### config.mk
export PLATFORM = sky130hd
export DESIGN_NAME = mac_col_driver_flat
export DESIGN_NICKNAME = d
export VERILOG_FILES = /design/src/rtl/mac_col_driver_pkg.sv /design/src/rtl/mac_col_driver_if.sv /design/src/rtl/mac_col_driver.sv /design/src/flat_wrapper.sv
export SDC_FILE = /design/constraint.sdc
export NUM_CORES = 1
export LEC_CHECK = 0
export BUFFER_PORTS_ARGS = -buffer_cell sky130_fd_sc_hd__buf_2
export CAP_MARGIN = 20
export CORE_ASPECT_RATIO = 0.8
export CORE_MARGIN = 8
export CORE_UTILIZATION = 50
export CTS_CLUSTER_DIAMETER = 120
export CTS_CLUSTER_SIZE = 16
export DETAILED_ROUTE_END_ITERATION = 10
export PLACE_DENSITY = 0.83
export SLEW_MARGIN = 20
export SYNTH_ARGS = -nofsm -noshare
export SYNTH_HDL_FRONTEND = slang
export SYNTH_SLANG_ARGS = --single-unit
### constraint.sdc
create_clock -name clk -period 5.47 [get_ports clk]
set_clock_uncertainty 0.1 [all_clocks]
set_input_delay 1.094 -clock clk [delete_from_list [all_inputs] [get_ports clk]]
set_output_delay 1.094 -clock clk [all_outputs]
set_load 0.05 [all_outputs]
### src/rtl/mac_col_driver_pkg.sv
// mac_col_driver_pkg
//   Shared definitions for the MAC column issue path.
//   - Default lane geometry (BW_DEF bits per lane, PR_DEF lanes), kept in
//     step with the column itself.
//   - Instruction codes placed on the column's i_inst input.
//   - State encoding for the column driver FSM.
//   - A helper that clamps a requested Q-vector count to the job maximum.
package mac_col_driver_pkg;

  localparam int BW_DEF          = 8;
  localparam int PR_DEF          = 8;
  localparam int TOTAL_CYCLE_DEF = 8;
  localparam int COL_LAT_DEF     = 3;

  // Column instruction codes; 2'b11 is reserved and never issued.
  localparam logic [1:0] INST_NOP   = 2'b00;
  localparam logic [1:0] INST_KLOAD = 2'b01;
  localparam logic [1:0] INST_EXEC  = 2'b10;

  typedef enum logic [1:0] {
    IDLE  = 2'b00,
    LOAD  = 2'b01,
    EXEC  = 2'b10,
    DRAIN = 2'b11
  } state_t;

  // Requests larger than the job maximum are silently capped.
  function automatic int clampNq(input int nq, input int maxQ);
    return (nq > maxQ) ? maxQ : nq;
  endfunction

endpackage

### src/rtl/mac_col_driver_if.sv
// mac_col_driver_if
//   Vector stream and column-issue bundle between the Q/K buffer readout,
//   the column driver and the first MAC column.
//   Signals:
//     vec_in    : lane vector, lane 0 in bits [BW-1:0]
//     vec_valid : vec_in carries data
//     vec_ready : driver accepts vec_in this cycle
//     q_out     : vector presented to the column q_in
//     inst_out  : instruction presented to the column i_inst
//   Modports:
//     master : upstream side (drives the vector stream, observes issue)
//     slave  : the driver (consumes the stream, drives the column)
interface mac_col_driver_if
  import mac_col_driver_pkg::*;
#(
  parameter int BW = BW_DEF,
  parameter int PR = PR_DEF
);

  logic [PR*BW-1:0] vec_in;
  logic             vec_valid;
  logic             vec_ready;
  logic [PR*BW-1:0] q_out;
  logic [1:0]       inst_out;

  modport master (
    output vec_in, vec_valid,
    input  vec_ready, q_out, inst_out
  );

  modport slave (
    input  vec_in, vec_valid,
    output vec_ready, q_out, inst_out
  );

endinterface

### src/rtl/mac_col_driver.sv
// mac_col_driver
//   Issue-side sequencer for one MAC column. A job issues one kernel-load
//   vector followed by up to TOTAL_CYCLE query-execute vectors taken from a
//   valid/ready stream, inserts NOPs whenever upstream stalls, then waits
//   out the column pipeline (COL_LAT cycles) and pulses done.
//   Ports:
//     clk    : rising-edge clock
//     reset  : asynchronous, active-high
//     start  : one-cycle job request, honoured only while idle
//     n_q    : Q vectors for the job, sampled with an accepted start
//     vbus   : vector stream in / column issue out (slave modport)
//     busy   : high whenever a job is in progress
//     done   : one-cycle completion pulse
module mac_col_driver
  import mac_col_driver_pkg::*;
#(
  parameter int BW          = BW_DEF,
  parameter int PR          = PR_DEF,
  parameter int TOTAL_CYCLE = TOTAL_CYCLE_DEF,
  parameter int COL_LAT     = COL_LAT_DEF,
  localparam int NQW        = $clog2(TOTAL_CYCLE + 1),
  localparam int DW         = $clog2(COL_LAT + 1)
) (
  input  logic             clk,
  input  logic             reset,
  input  logic             start,
  input  logic [NQW-1:0]   n_q,
  mac_col_driver_if.slave  vbus,
  output logic             busy,
  output logic             done
);

  state_t           state_q;
  logic [NQW-1:0]   nq_q;
  logic [NQW-1:0]   nq_d;
  logic [NQW-1:0]   qCnt_q;
  logic [NQW-1:0]   qCnt_d;
  logic [DW-1:0]    drainCnt_q;
  logic [PR*BW-1:0] qOut_q;
  logic [1:0]       inst_q;
  logic             done_q;

  // Clamped job length and the Q counter after one more accepted vector.
  always_comb begin
    nq_d   = NQW'(clampNq(int'(n_q), TOTAL_CYCLE));
    qCnt_d = qCnt_q + NQW'(1);
  end

  // Main sequencer. Every column-facing output is registered here so the
  // column sees a clean one-cycle-latency issue stream. The instruction
  // register defaults to NOP each cycle; only an actual handshake in LOAD
  // or EXEC overrides it, so stalls and draining naturally bubble.
  always_ff @(posedge clk or posedge reset) begin
    if (reset) begin
      state_q    <= IDLE;
      nq_q       <= '0;
      qCnt_q     <= '0;
      drainCnt_q <= '0;
      qOut_q     <= '0;
      inst_q     <= INST_NOP;
      done_q     <= 1'b0;
    end else begin
      inst_q <= INST_NOP;
      case (state_q)
        IDLE: begin
          if (start) begin
            nq_q       <= nq_d;
            qCnt_q     <= '0;
            drainCnt_q <= '0;
            state_q    <= LOAD;
          end
        end
        LOAD: begin
          if (vbus.vec_valid) begin
            qOut_q  <= vbus.vec_in;
            inst_q  <= INST_KLOAD;
            state_q <= (nq_q == '0) ? DRAIN : EXEC;
          end
        end
        EXEC: begin
          if (vbus.vec_valid) begin
            qOut_q <= vbus.vec_in;
            inst_q <= INST_EXEC;
            qCnt_q <= qCnt_d;
            if (qCnt_d == nq_q) begin
              state_q <= DRAIN;
            end
          end
        end
        DRAIN: begin
          // done stays high for exactly one cycle while still in DRAIN, so
          // a start coinciding with done is ignored by construction.
          if (done_q) begin
            done_q     <= 1'b0;
            drainCnt_q <= '0;
            state_q    <= IDLE;
          end else if (drainCnt_q == DW'(COL_LAT)) begin
            done_q <= 1'b1;
          end else begin
            drainCnt_q <= drainCnt_q + DW'(1);
          end
        end
        default: begin
          state_q <= IDLE;
        end
      endcase
    end
  end

  // Ready and busy are pure decodes of the state register, keeping any
  // input-to-output combinational path out of the handshake.
  assign vbus.vec_ready = (state_q == LOAD) || (state_q == EXEC);
  assign vbus.q_out     = qOut_q;
  assign vbus.inst_out  = inst_q;
  assign busy           = (state_q != IDLE);
  assign done           = done_q;

endmodule

### src/flat_wrapper.sv
// flat-port wrapper written by rule: the top's interface ports become plain ports
module mac_col_driver_flat import mac_col_driver_pkg::*;
#(
  parameter int BW          = BW_DEF,
  parameter int PR          = PR_DEF,
  parameter int TOTAL_CYCLE = TOTAL_CYCLE_DEF,
  parameter int COL_LAT     = COL_LAT_DEF,
  localparam int NQW        = $clog2(TOTAL_CYCLE + 1),
  localparam int DW         = $clog2(COL_LAT + 1)
)
  (clk, reset, start, n_q, busy, done, vbus_vec_in, vbus_vec_valid, vbus_vec_ready, vbus_q_out, vbus_inst_out);
  mac_col_driver_if #(.BW(BW), .PR(PR)) vbus_i ();
  input  logic clk;
  input  logic reset;
  input  logic start;
  input  logic [NQW-1:0] n_q;
  output logic busy;
  output logic done;
  input wire logic [$bits(vbus_i.vec_in)-1:0] vbus_vec_in;
  input wire logic [$bits(vbus_i.vec_valid)-1:0] vbus_vec_valid;
  output wire logic [$bits(vbus_i.vec_ready)-1:0] vbus_vec_ready;
  output wire logic [$bits(vbus_i.q_out)-1:0] vbus_q_out;
  output wire logic [$bits(vbus_i.inst_out)-1:0] vbus_inst_out;
  assign vbus_i.vec_in = vbus_vec_in;
  assign vbus_i.vec_valid = vbus_vec_valid;
  assign vbus_vec_ready = vbus_i.vec_ready;
  assign vbus_q_out = vbus_i.q_out;
  assign vbus_inst_out = vbus_i.inst_out;
  mac_col_driver #(.BW(BW), .PR(PR), .TOTAL_CYCLE(TOTAL_CYCLE), .COL_LAT(COL_LAT)) u_core (.clk(clk), .reset(reset), .start(start), .n_q(n_q), .vbus(vbus_i), .busy(busy), .done(done));
endmodule
# Word level (Yosys, flattened, before mapping)
# Cells that the tools add are included.
# op_classes
mul	0
mux	20
reduce_logical	12
bitwise	0
div	0
add_sub_neg	2
magnitude_cmp	1
n_eq_ne	11
shifts	0
# op_table
cell	count
two-way mux 2 bit	9
two-way mux 4 bit	3
case mux 2 bit (2 select lines)	2
case mux 2 bit (4 select lines)	1
case mux 4 bit (2 select lines)	1
== test 2 bit (second input constant)	3
inequality test 2 bit (second input constant)	3
AND reduction 3 bit	2
nonzero test 2 bit	3
AND reduction 5 bit	1
adder 4 x 1 -> 4 bit (second input constant)	1
== test 4 bit	1
> comparator 4 bit (second input constant)	1
zero test 4 bit	1
two-way mux 1 bit	4
inequality test 2 x 1 -> 1 bit (second input constant)	2
AND reduction 2 bit	2
inequality test 3 x 2 -> 1 bit (second input constant)	1
adder 2 x 1 -> 2 bit (second input constant)	1
== test 2 x 1 -> 1 bit (second input constant)	1
zero test 2 bit	1
OR reduction 2 bit	1
logical OR 1 bit	1
# totals
latch_bits	0
mem_count	0
out_inout_bits	69
rom_bits	0
input_bits	72
reg_bits	79
mem_bits_rw	0

# Depth between registers and ports, before layout
# depth
ltp_word	5
depth_mapped	7
mapped_depth_nobuf	6

# Least setup slack after synthesis
# No wires, ideal clock.
# synth_path
path_kind	register to output
startpoint	reg u_core.state_q[1]
endpoint	out vbus_vec_ready
required_time_ns	4.276
arrival_ns	1.120
path_stages_with_launch	3
n_path_buf	0
path_slack_ns	3.156
cell_sequence	dfrtp_1 inv_1 ha_1
# synth_between
elab_chain_len	2
word_cells_on_any_way	3
classes_between	eq/ne (2); reduce/logical (1)
# synth_lines
element	line_no	text
from (decl)	mac_col_driver.sv:33	state_t state_q;
from (signal assigned)	mac_col_driver.sv:77	state_q <= (nq_q == '0) ? DRAIN : EXEC;
== test 2 x 1 -> 1 bit or == test 2 bit (tied branches)	mac_col_driver.sv:112	assign vbus.vec_ready = (state_q == LOAD) || (state_q == EXEC);
logical OR 1 bit *	mac_col_driver.sv:112	
to (decl)	flat_wrapper.sv:21	output wire logic [$bits(vbus_i.vec_ready)-1:0] vbus_vec_ready;
# Mark *: on every way between the ends. The rest lies on a longest branch, timed or not.

# Worst setup path in the final report
# Ends and elaborated chain as after synthesis.

==> impl_metrics.csv <==
group,metric,value,unit
clocking,cts_tree,"yes",
grt,grt_pass1_wl,12.5,mm
floorplanning,start_util,51.5,%
worst_setup_path,timing.rr.end,"u_core.vbus.q_out[23]",
drt,drtAntennaViolNets,0,
clocking,cts_root_buffer,"clkbuf_8",
worst_setup_path,r2r_setup_slack,2.78,ns
timing,fin_hold_ws,0.402,ns
clocking,clkSinkCount,79,
yosys,netlist_area,0.00329,sq mm
grt,grt_max_degree,43,
worst_setup_path,crit_end,"vbus_vec_ready",
floorplanning,fp.dieW,107,microns
worst_setup_path,worstSetupEndpointType,"output port",
yosys,synth_edf_count,0,
yosys,synth_cell_types,36,
timing,post-route-min-period,2.90,ns
cells_and_area,layout_commonest_cell,"buf_2",
timing,period_share,53.1,%
timing,slew_headroom,53.6,%
drt,vias_per_cell,5.03,
placed_design,gp_congestion,0.823,
drt,wirelength,7.72,mm
grt,grt_usage,16.6,%
flow_run,cap_violations,0,
yosys,synth_top_cell_by_area,"dfrtp_1",
clocking,postCtsHoldBufs,0,
drt,drc,0,
timing,tightestPinTransition,0.694,ns
drt,first_iter_violations,136,
cells_and_area,nets,456,
yosys,ys_async_sr_fraction,100,%
worst_setup_path,startpoint_type,"flip-flop",
floorplanning,fp.coreArea,0.00638,sq mm
clocking,post_cts_buffers,0,
cells_and_area,fin_area,0.00431,sq mm
worst_setup_path,criticalPathCategory,"flip-flop to output port",
timing,rsz0062_at_grt,"no",
placed_design,place_hpwl,6.03,mm
yosys,seq_area_frac_synth,60.2,%
grt,overflow,0,
worst_setup_path,cp.required,4.28,ns
yosys,synth_nets,312,
floorplanning,die_h,88.5,microns
clocking,clockBufferDepth,2,
worst_setup_path,crit_arrival,1.71,ns
drt,wire_per_inst,16.6,microns
floorplanning,rows,26,
clocking,cts_resized,0,
yosys,synthCells,233,
cells_and_area,synthToLayoutAreaGrowth,31.2,%
worst_setup_path,reg2reg_from,"u_core.state_q[1]",
drt,first_pass_iters,4,
clocking,cts_max_level,3,
timing,setup_viol,0,
yosys,ys_warn_count,0,
timing,fmax,0.344,GHz
drt,vias,2345,
timing,maxSlewViolCount,0,
floorplanning,dieArea,0.00944,sq mm
yosys,avgSynthCellArea,14.1,sq um
clocking,clk_latency,0.34,ns
grt,antenna_found_initial,0,
clocking,cts_buffers,9,
cells_and_area,antenna_cells,0,
timing,tns,0,ns
worst_setup_path,startpoint,"u_core.state_q[1]",
yosys,ys.flop_type,"dfrtp_1",
yosys,yosys-top-cells-area,"dfrtp_1 60%, mux2_2 22%, ha_1 2.7%, o21ai_0 1.5%, nand2_1 1.5%",
timing,hold_viol,0,
status,status,"finished clean",
yosys,netlist.area_leader.share,60.2,%
worst_setup_path,path_max_fanout,8,
worst_hold_path,hold_class,"flip-flop to flip-flop",
floorplanning,pin_count,141,
cells_and_area,final_cell_mix,"140 x buf_2, 79 x dfrtp_1, 65 x mux2_2",
grt,first_global_vias,2614,
clocking,path_clk_slew,0.08,ns
yosys,synth-seq-cells,79,
placed_design,portBuffers,140,
cells_and_area,drive_gt1_share,58.9,%
worst_setup_path,reg2reg_depth,5,
placed_design,placed_cell_area,0.00407,sq mm
[kinds of logic (layout without fill, tap and decap cells)]
family,after synthesis,in the layout,synth area share [%]
AOI/OAI and AO/OA,27,27,5.71
xor gates and xnor gates,5,5,1.75
adders and majority gates,7,7,2.67
buffers and inverters,16,165,2.13
DFF,79,79,60.2
muxes,66,66,22.6
and+or+nand+nor,33,33,4.99
[cell type report]
class / count / area (sq um)
clock inverters: 5 / 104
clock buffers: 11 / 141
flip-flops and latches: 79 / 1980
fillers: 503 / 2060
inverters: 7 / 27.5
well taps: 84 / 105
repair buffers: 142 / 716
multi-input cells: 138 / 1240
[worst min-delay path by stage]
stage                          start                     to  slack, ns  depth (start not counted)
2_1_floorplan   u_core.drainCnt_q[0]   u_core.drainCnt_q[0]       0.36                          1
3_3_place_gp   u_core.vbus.q_out[55]  u_core.vbus.q_out[55]       0.38                          1
3_5_place_dp   u_core.vbus.q_out[37]  u_core.vbus.q_out[37]       0.39                          1
4_1_cts         u_core.drainCnt_q[0]   u_core.drainCnt_q[0]       0.40                          1
5_1_grt        u_core.vbus.q_out[60]  u_core.vbus.q_out[60]       0.42                          1
6_report       u_core.vbus.q_out[27]  u_core.vbus.q_out[27]       0.40                          1
[synth_stat cells (3+ instances only)]
library cell / n
xnor2_1: 3
dfrtp_1: 79
nor2b_1: 3
nand2_1: 13
inv_1: 7
mux2_2: 65
o21ai_0: 10
nand2b_1: 3
nor3_1: 5
ha_1: 7
buf_2: 8
[registers in the layout (all words and copies together) (netlist names)]
register / count
u_core.vbus.q_out: 64
u_core.nq_q: 4
u_core.qCnt_q: 4
u_core.drainCnt_q: 2
u_core.state_q: 2
u_core.vbus.inst_out: 2
u_core.done: 1
[worst max-delay path, stage by stage, from the launching register on]
cell and delay (ns):
dfrtp_1 0.42, inv_1 0.15, ha_1 0.47, buf_2 0.32
[metrics by stage]
| stage | cells | setup slack, ns | utilization, % |
|---|---|---|---|
| CTS | 466 | 2.56 | 67.6 |
| finish | 466 | 2.57 | 67.6 |
| detailed placement | 450 | 2.52 | 63.8 |
| global placement | 450 | 2.57 | 63.8 |
| global route | 466 | 2.48 | 67.6 |
| floorplan | 233 | 2.25 | - |
[routing by layer]
layer / track usage, % / vias to the layer above / routed length [microns]
met1: 18.8 / 1129 / 3170
li1: - / 1108 / -
met4: 6.62 / 0 / 69
met2: 26.8 / 102 / 3670
met3: 7.57 / 6 / 805
met5: 0 / - / 0
Power is not shown: default switching activity piles up to over one toggle a cycle in this logic, so the estimate is an artifact.
